$ cat src/rtl/reg_file_sb.sv
// reg_file_sb
//   Integer register file for the RockWave core with a scoreboard for
//   hazard detection. x1..x31 hold XLEN-bit values; x0 reads as zero and
//   ignores writes. Decode/issue reads two sources and reserves a
//   destination; write-back retires results and releases the reservation.
//
//   Optional feature macro: REGFILE_BYPASS_EN
//     defined   -> write-back data is forwarded to the read ports in the
//                  write cycle, and source hazards are relieved by it.
//     undefined -> reads return storage only; a dependent instruction
//                  stalls through the write-back cycle.
//
// Ports
//   clk, rst_n                 clock, asynchronous active-low reset
//   rs1_addr/rs2_addr          source indices
//   rs1_data/rs2_data          combinational read data
//   issue_valid/issue_wr/issue_rd  instruction presented, writes rd, rd index
//   issue_stall                combinational hold request toward issue
//   wb_valid/wb_rd/wb_data     write-back result
//   flush                      synchronous clear of all reservations
//   busy                       scoreboard vector, bit 0 always 0

module reg_file_sb #(
  parameter int XLEN = 32
) (
  input  logic            clk,
  input  logic            rst_n,
  input  logic [4:0]      rs1_addr,
  input  logic [4:0]      rs2_addr,
  output logic [XLEN-1:0] rs1_data,
  output logic [XLEN-1:0] rs2_data,
  input  logic            issue_valid,
  input  logic            issue_wr,
  input  logic [4:0]      issue_rd,
  output logic            issue_stall,
  input  logic            wb_valid,
  input  logic [4:0]      wb_rd,
  input  logic [XLEN-1:0] wb_data,
  input  logic            flush,
  output logic [31:0]     busy
);

  // Entry 0 is reset and never written, so it always holds zero.
  logic [XLEN-1:0] regs [32];
  logic [31:0]     busy_q;
  logic [31:0]     busy_nxt;
  logic            fwd1;
  logic            fwd2;
  logic            src_hz1;
  logic            src_hz2;
  logic            waw;
  logic            rsv;
  logic            wb_wr;

  assign wb_wr = wb_valid && (wb_rd != 5'd0);

`ifdef REGFILE_BYPASS_EN
  // Forwarding is gated by rst_n so the read ports stay 0 while in reset.
  assign fwd1 = rst_n && wb_valid && (wb_rd == rs1_addr) && (rs1_addr != 5'd0);
  assign fwd2 = rst_n && wb_valid && (wb_rd == rs2_addr) && (rs2_addr != 5'd0);
`else
  assign fwd1 = 1'b0;
  assign fwd2 = 1'b0;
`endif

  assign rs1_data = (rs1_addr == 5'd0) ? '0 : (fwd1 ? wb_data : regs[rs1_addr]);
  assign rs2_data = (rs2_addr == 5'd0) ? '0 : (fwd2 ? wb_data : regs[rs2_addr]);

  assign src_hz1     = busy_q[rs1_addr] & ~fwd1;
  assign src_hz2     = busy_q[rs2_addr] & ~fwd2;
  // A pending write to rd is never relieved by forwarding.
  assign waw         = issue_wr & busy_q[issue_rd];
  assign issue_stall = issue_valid & (src_hz1 | src_hz2 | waw);

  assign rsv  = issue_valid & issue_wr & ~issue_stall & (issue_rd != 5'd0);
  assign busy = busy_q;

  // Release first, then reserve, so a coincident set on the same index wins.
  always_comb begin
    busy_nxt = busy_q;
    if (wb_wr) busy_nxt[wb_rd] = 1'b0;
    if (rsv)   busy_nxt[issue_rd] = 1'b1;
    busy_nxt[0] = 1'b0;
  end

  always_ff @(posedge clk or negedge rst_n) begin
    if (!rst_n) begin
      busy_q <= '0;
    end else if (flush) begin
      busy_q <= '0;
    end else begin
      busy_q <= busy_nxt;
    end
  end

  // Storage writes are independent of flush.
  always_ff @(posedge clk or negedge rst_n) begin
    if (!rst_n) begin
      for (int i = 0; i < 32; i++) regs[i] <= '0;
    end else if (wb_wr) begin
      regs[wb_rd] <= wb_data;
    end
  end

endmodule

$ cat config.mk
export PLATFORM = sky130hd
export DESIGN_NAME = reg_file_sb
export DESIGN_NICKNAME = d
export VERILOG_FILES = /design/src/rtl/reg_file_sb.sv
export SDC_FILE = /design/constraint.sdc
export NUM_CORES = 2
export LEC_CHECK = 0
export BUFFER_PORTS_ARGS = -buffer_cell sky130_fd_sc_hd__buf_2
export CAP_MARGIN = 0
export CORE_MARGIN = 2
export CORE_UTILIZATION = 55
export CTS_CLUSTER_SIZE = 40
export DETAILED_ROUTE_END_ITERATION = 7
export PLACE_DENSITY = 0.73
export SYNTH_ARGS = -nofsm -noshare
export SYNTH_HDL_FRONTEND = slang
export SYNTH_SLANG_ARGS = --single-unit
$ cat constraint.sdc
create_clock -name clk -period 4 [get_ports clk]
set_input_delay 0.8 -clock clk [delete_from_list [all_inputs] [get_ports clk]]
set_output_delay 0.8 -clock clk [all_outputs]
set_load 0.02 [all_outputs]
# --- Word-level counts from Yosys, hierarchy flattened ---
# Cells that the tools add are included.
op_classes:
  order_cmp: 10
  n_bitwise: 14
  muxes: 24
  reduce_logical: 8
op_table:
  columns: ["operator", "n"]
  rows:
  - ["$bwmux W1024", 1]
  - ["$bmux W32 S5", 2]
  - ["$mux W32", 10]
  - ["$demux W32 S5", 1]
  - ["$and A32 B32 Y32", 1]
  - ["$not A32 Y32", 1]
  - ["$or A32 B32 Y32", 1]
  - ["$lt A5 B6 Y1 const B", 4]
  - ["$ge A6 B6 Y1 const B", 3]
  - ["$not A5 Y6", 3]
  - ["$bmux W1 S5", 3]
  - ["$demux W1 S5", 2]
  - ["$ge A5 B1 Y1 const B", 2]
  - ["$logic_not A5 Y1", 2]
  - ["$reduce_bool A5 Y1", 2]
  - ["$lt A6 B1 Y1 const B", 1]
  - ["$and A1 B1 Y1", 5]
  - ["$mux W1", 5]
  - ["$logic_and A1 B1 Y1", 4]
  - ["$or A1 B1 Y1", 2]
  - ["$not A1 Y1", 1]
word_totals:
  regBits: 1056
  input_bits: 58
  word_cells: 89

# --- Logic depth before layout (Yosys ltp) ---
depth:
  word_depth: 10
  ltp_mapped: 10
  depth_no_buf: 6

# --- Least setup slack after synthesis ---
# Ideal clock, no wire load.
synth_timing:
  kind: "input to output"
  from: "input port rs1_addr[0]"
  to: "output port rs1_data[17]"
  path_buffers: 3
  arrival_time_ns: 2.912
  path_stages: 7
  path_slack_ns: 0.288
  path_cell_list: "buf_2 buf_2 buf_1 mux4_2 mux4_2 mux2i_1 nor2_1"
synth_between:
  elab_chain_cells: 5
synth_lines:
  columns: ["element", "line", "text"]
  rows:
  - ["start, declared", "28", "input logic [4:0] rs1_addr,"]
  - ["$not A5 Y6 (not written as such)", "66", "assign rs1_data = (rs1_addr == 5'd0) ? '0 : (fwd1 ? wb_data : regs[rs1_addr]);"]
  - ["$bmux W32 S5", "66", null]
  - ["$mux W32 (not written as such) (2 in series)", "66", null]
  - ["$mux W32 (*)", "66", null]
  - ["end, declared", "30", "output logic [XLEN-1:0] rs1_data,"]
# Mark *: on every way between the ends. The rest lies on a longest branch, timed or not. The select of a mux whose other input is x is not followed.

# --- Worst setup path in the final report ---
layout_timing:
  from: "input port rs2_addr[0]"
  to: "output port rs2_data[19]"
layout_between:
  elab_chain_cells: 5
layout_lines:
  columns: ["element", "line", "text"]
  rows:
  - ["start, declared", "29", "input logic [4:0] rs2_addr,"]
  - ["$not A5 Y6 (not written as such)", "67", "assign rs2_data = (rs2_addr == 5'd0) ? '0 : (fwd2 ? wb_data : regs[rs2_addr]);"]
  - ["$bmux W32 S5", "67", null]
  - ["$mux W32 (not written as such) (2 in series)", "67", null]
  - ["$mux W32 (*)", "67", null]
  - ["end, declared", "31", "output logic [XLEN-1:0] rs2_data,"]
# Marks and branches as above.

==> results.tsv <==
metric	value	unit
syn_area_per_cell	15.4	µm²
Synth Flop Type	dfrtp_1	
Worst Setup SP	rs2_addr[0]	
Post-CTS Resized	0	
pwr dens	493	nW/µm²
# fillers	7363	
Clock Root Buffer	clkbuf_16	
crit path time final	3.90	ns
GRT Total Usage	31.5	%
Die Span Y	324	µm
Total Neg Setup Slack	0	ns
slowest CP cell	nor3_1	
Slew Viols, Final	0	
sw frac	27.2	%
# DRC	0	
initial antenna violation count	2	
Layout area overhead	13.1	%
clock tree from TritonCTS	yes	
final hold vios	0	
max incr delay on CP	0.34	ns
multi-input logic area	28300	µm²
Layout Cells excl Fill	5158	
origin of the critical flop-to-flop path	busy[27]$_DFF_PN0_	
Pre-antenna DRT Iters	8	
DP Wirelength	95100	µm
FP Rows	117	
io pins	155	
max capacitance violation total	0	
Worst Setup Path Type	in -> out	
DR iter-0 viols	3545	
CP Buf/Inv Count	5	
Finish-stage setup viols	0	
CP max FO	25	
Critical Path Source Type	input port	
sequential-to-total area share from yosys stat	46.9	%
DIE AREA	105000	µm²
Final Cycle Share	97.6	%
pre-CTS setup slack	0.111	ns
Switch Pwr	8540	µW
unrepaired setup endpoints after global routing	false	
most frequent CP cell	buf_4	
initial core utilization	55.4	%
Syn Inst Count	3659	
vias in the first global route	36500	
largest net degree at the start of global routing	102	
post-DR vias/cell	6.96	
via count	35900	
max frequency	0.256	GHz
share of power burned in registers	45.0	%
CP Data Arrival Time	3.10	ns
Hold Crit Class	in -> async	
gr ovfl total	0	
Logic pwr share	20.8	%
asr flop ratio synth	100	%
flop and latch count out of synthesis	1055	
# Post-CTS Setup Buffers	0	
synth unique cells	42	
Die W	324	µm
fin nets	3754	
Int Pwr	22800	µW
leakage	0.0277	µW
antenna-violating nets left	0	
Syn Std Cell Area	56200	µm²
outcome	completed	
DP Cell Count	4951	
normalized max-slew margin	25.3	%
Crit path max-delay family	buffers and inverters	
core area	102000	µm²
setup ws final	0.0969	ns
latest clock arrival within the worst-skew pair	0.71	ns
clock power share	34.1	%
wire per inst	31.5	µm
hold_ws	0.0337	ns
Ys Warns	0	
clk slew on worst S/H paths	0.06	ns
clk_skew	0.00918	ns
EDFF count, synth	0	
required time worst endpoint	3.20	ns
fin util	62.6	%
layout cells sized above 1	56.3	%
DRT Wirelength	163000	µm
# port buffers	153	
Hold Buf Count CTS	0	
clock buffer depth	3	
critical path cell sequence	buf_8 -> buf_12 -> buf_4 -> mux2i_1 -> o221ai_1 -> o22ai_1 -> nor3_1 -> buf_4 -> a21oi_1 -> nor2_1 -> buf_2	
syn_nets	3717	
H-tree depth	3	
register cell area after layout	26400	µm²
maximum vdd drop	0.391	mV
Worst Setup End Kind	output pin	
Worst-Margin Slew	1.12	ns
first-pass GRT wire length	243000	µm
number of clock sinks	1055	
TritonCTS Buffers	111	
Routability Congestion	0.849	
==> logic make-up (layout without fill, tap and decap cells) <==
kind of cell    after synthesis  in the layout  synth area share, %
compound gates              206            206                 2.48
buf+inv                     441            571                 3.10
flops                      1055           1055                 46.9
mux                        1725           1725                 45.4
other cells                   1              2              0.00667
simple gates                231            231                 2.11
==> cell usage after synthesis (13+ instances only) <==
| cell | instances | area share, % |
|---|---|---|
| a21oi_1 | 68 | 0.61 |
| buf_1 | 82 | 0.55 |
| buf_2 | 62 | 0.55 |
| clkbuf_1 | 279 | 1.9 |
| dfrtp_1 | 1055 | 47 |
| inv_1 | 15 | 0.10 |
| mux2_2 | 994 | 20 |
| mux2i_1 | 172 | 3.1 |
| mux4_2 | 559 | 22 |
| nand2_1 | 33 | 0.22 |
| nand3b_1 | 24 | 0.32 |
| nor2_1 | 79 | 0.53 |
| nor2b_1 | 15 | 0.17 |
| nor3_1 | 43 | 0.38 |
| o21ai_0 | 13 | 0.12 |
| o221ai_1 | 64 | 1.0 |
| o22ai_1 | 32 | 0.36 |
| o32ai_1 | 13 | 0.20 |
==> metrics by stage <==
step / power, µW / instance area [µm²]
after floorplan: 18700 / 56200
after global placement: 20400 / 59800
after detailed placement: 20700 / 59800
after CTS: 31400 / 63600
after global routing: 32600 / 63600
final: 31400 / 63600
==> path summary, 6_finish.rpt <==
path | end | slack, ns | cells past startpoint
min reg2reg | regs[1006]$_DFFE_PN0P_ | 0.40 | 0
max reg2reg | busy[9]$_DFF_PN0_ | 1.45 | 6
max in group asynchronous | regs[600]$_DFFE_PN0P_ | 2.83 | 3
min in group clk | regs[1006]$_DFFE_PN0P_ | 0.40 | 0
min | regs[319]$_DFFE_PN0P_ | 0.03 | 1
max | rs2_data[19] | 0.1 | 11
==> per-layer routing <==
layer  global-route usage (%)  up-vias  wire (µm)
met5                        0        -          9
met4                     11.8        2       6240
met3                     6.29      373      13600
met2                     49.1     1655      77100
met1                     44.4    19500      65700
li1                         -    14400          -
==> registers in the layout (all words and copies together) (netlist names) <==
name	count
busy	31
regs	1024
==> layout by cell type, fill, tap and decap left out, types with 14 or more instances in the layout <==
master	synthesis	final
nor2b_1	15	14
nor2_1	79	72
clkbuf_8	0	25
clkinv_2	0	27
nand3b_1	24	24
a21oi_1	68	68
o22ai_1	32	32
mux2i_1	172	172
clkbuf_16	0	114
o221ai_1	64	64
dfrtp_1	1055	1055
buf_2	62	144
buf_12	0	80
nand2_1	33	18
mux4_2	559	559
clkbuf_1	279	17
buf_4	3	120
mux2_2	994	994
nor3_1	43	40
==> power groups by stage <==
stage | sequential [µW] | clock, µW | combinational [µW]
after global placement | 14100 | 0 | 6370
after CTS | 14000 | 10800 | 6570
final | 14100 | 10700 | 6540
after detailed placement | 14200 | 0 | 6540
after floorplan | 13700 | 0 | 4990
after global routing | 14300 | 11300 | 6970
==> area by class of cell <==
| cell class | instances | share of cell area (%) |
|---|---|---|
| Clock inverter | 50 | 0.850 |
| Antenna cell | 1 | 0.00393 |
| Inverter | 15 | 0.0944 |
| Tap cell | 1368 | 2.69 |
| Timing Repair Buffer | 350 | 5.20 |
| Sequential cell | 1055 | 41.5 |
| Multi-Input combinational cell | 2163 | 44.5 |
| Clock buffer | 156 | 5.13 |
Power figures use the tool's default switching activity.
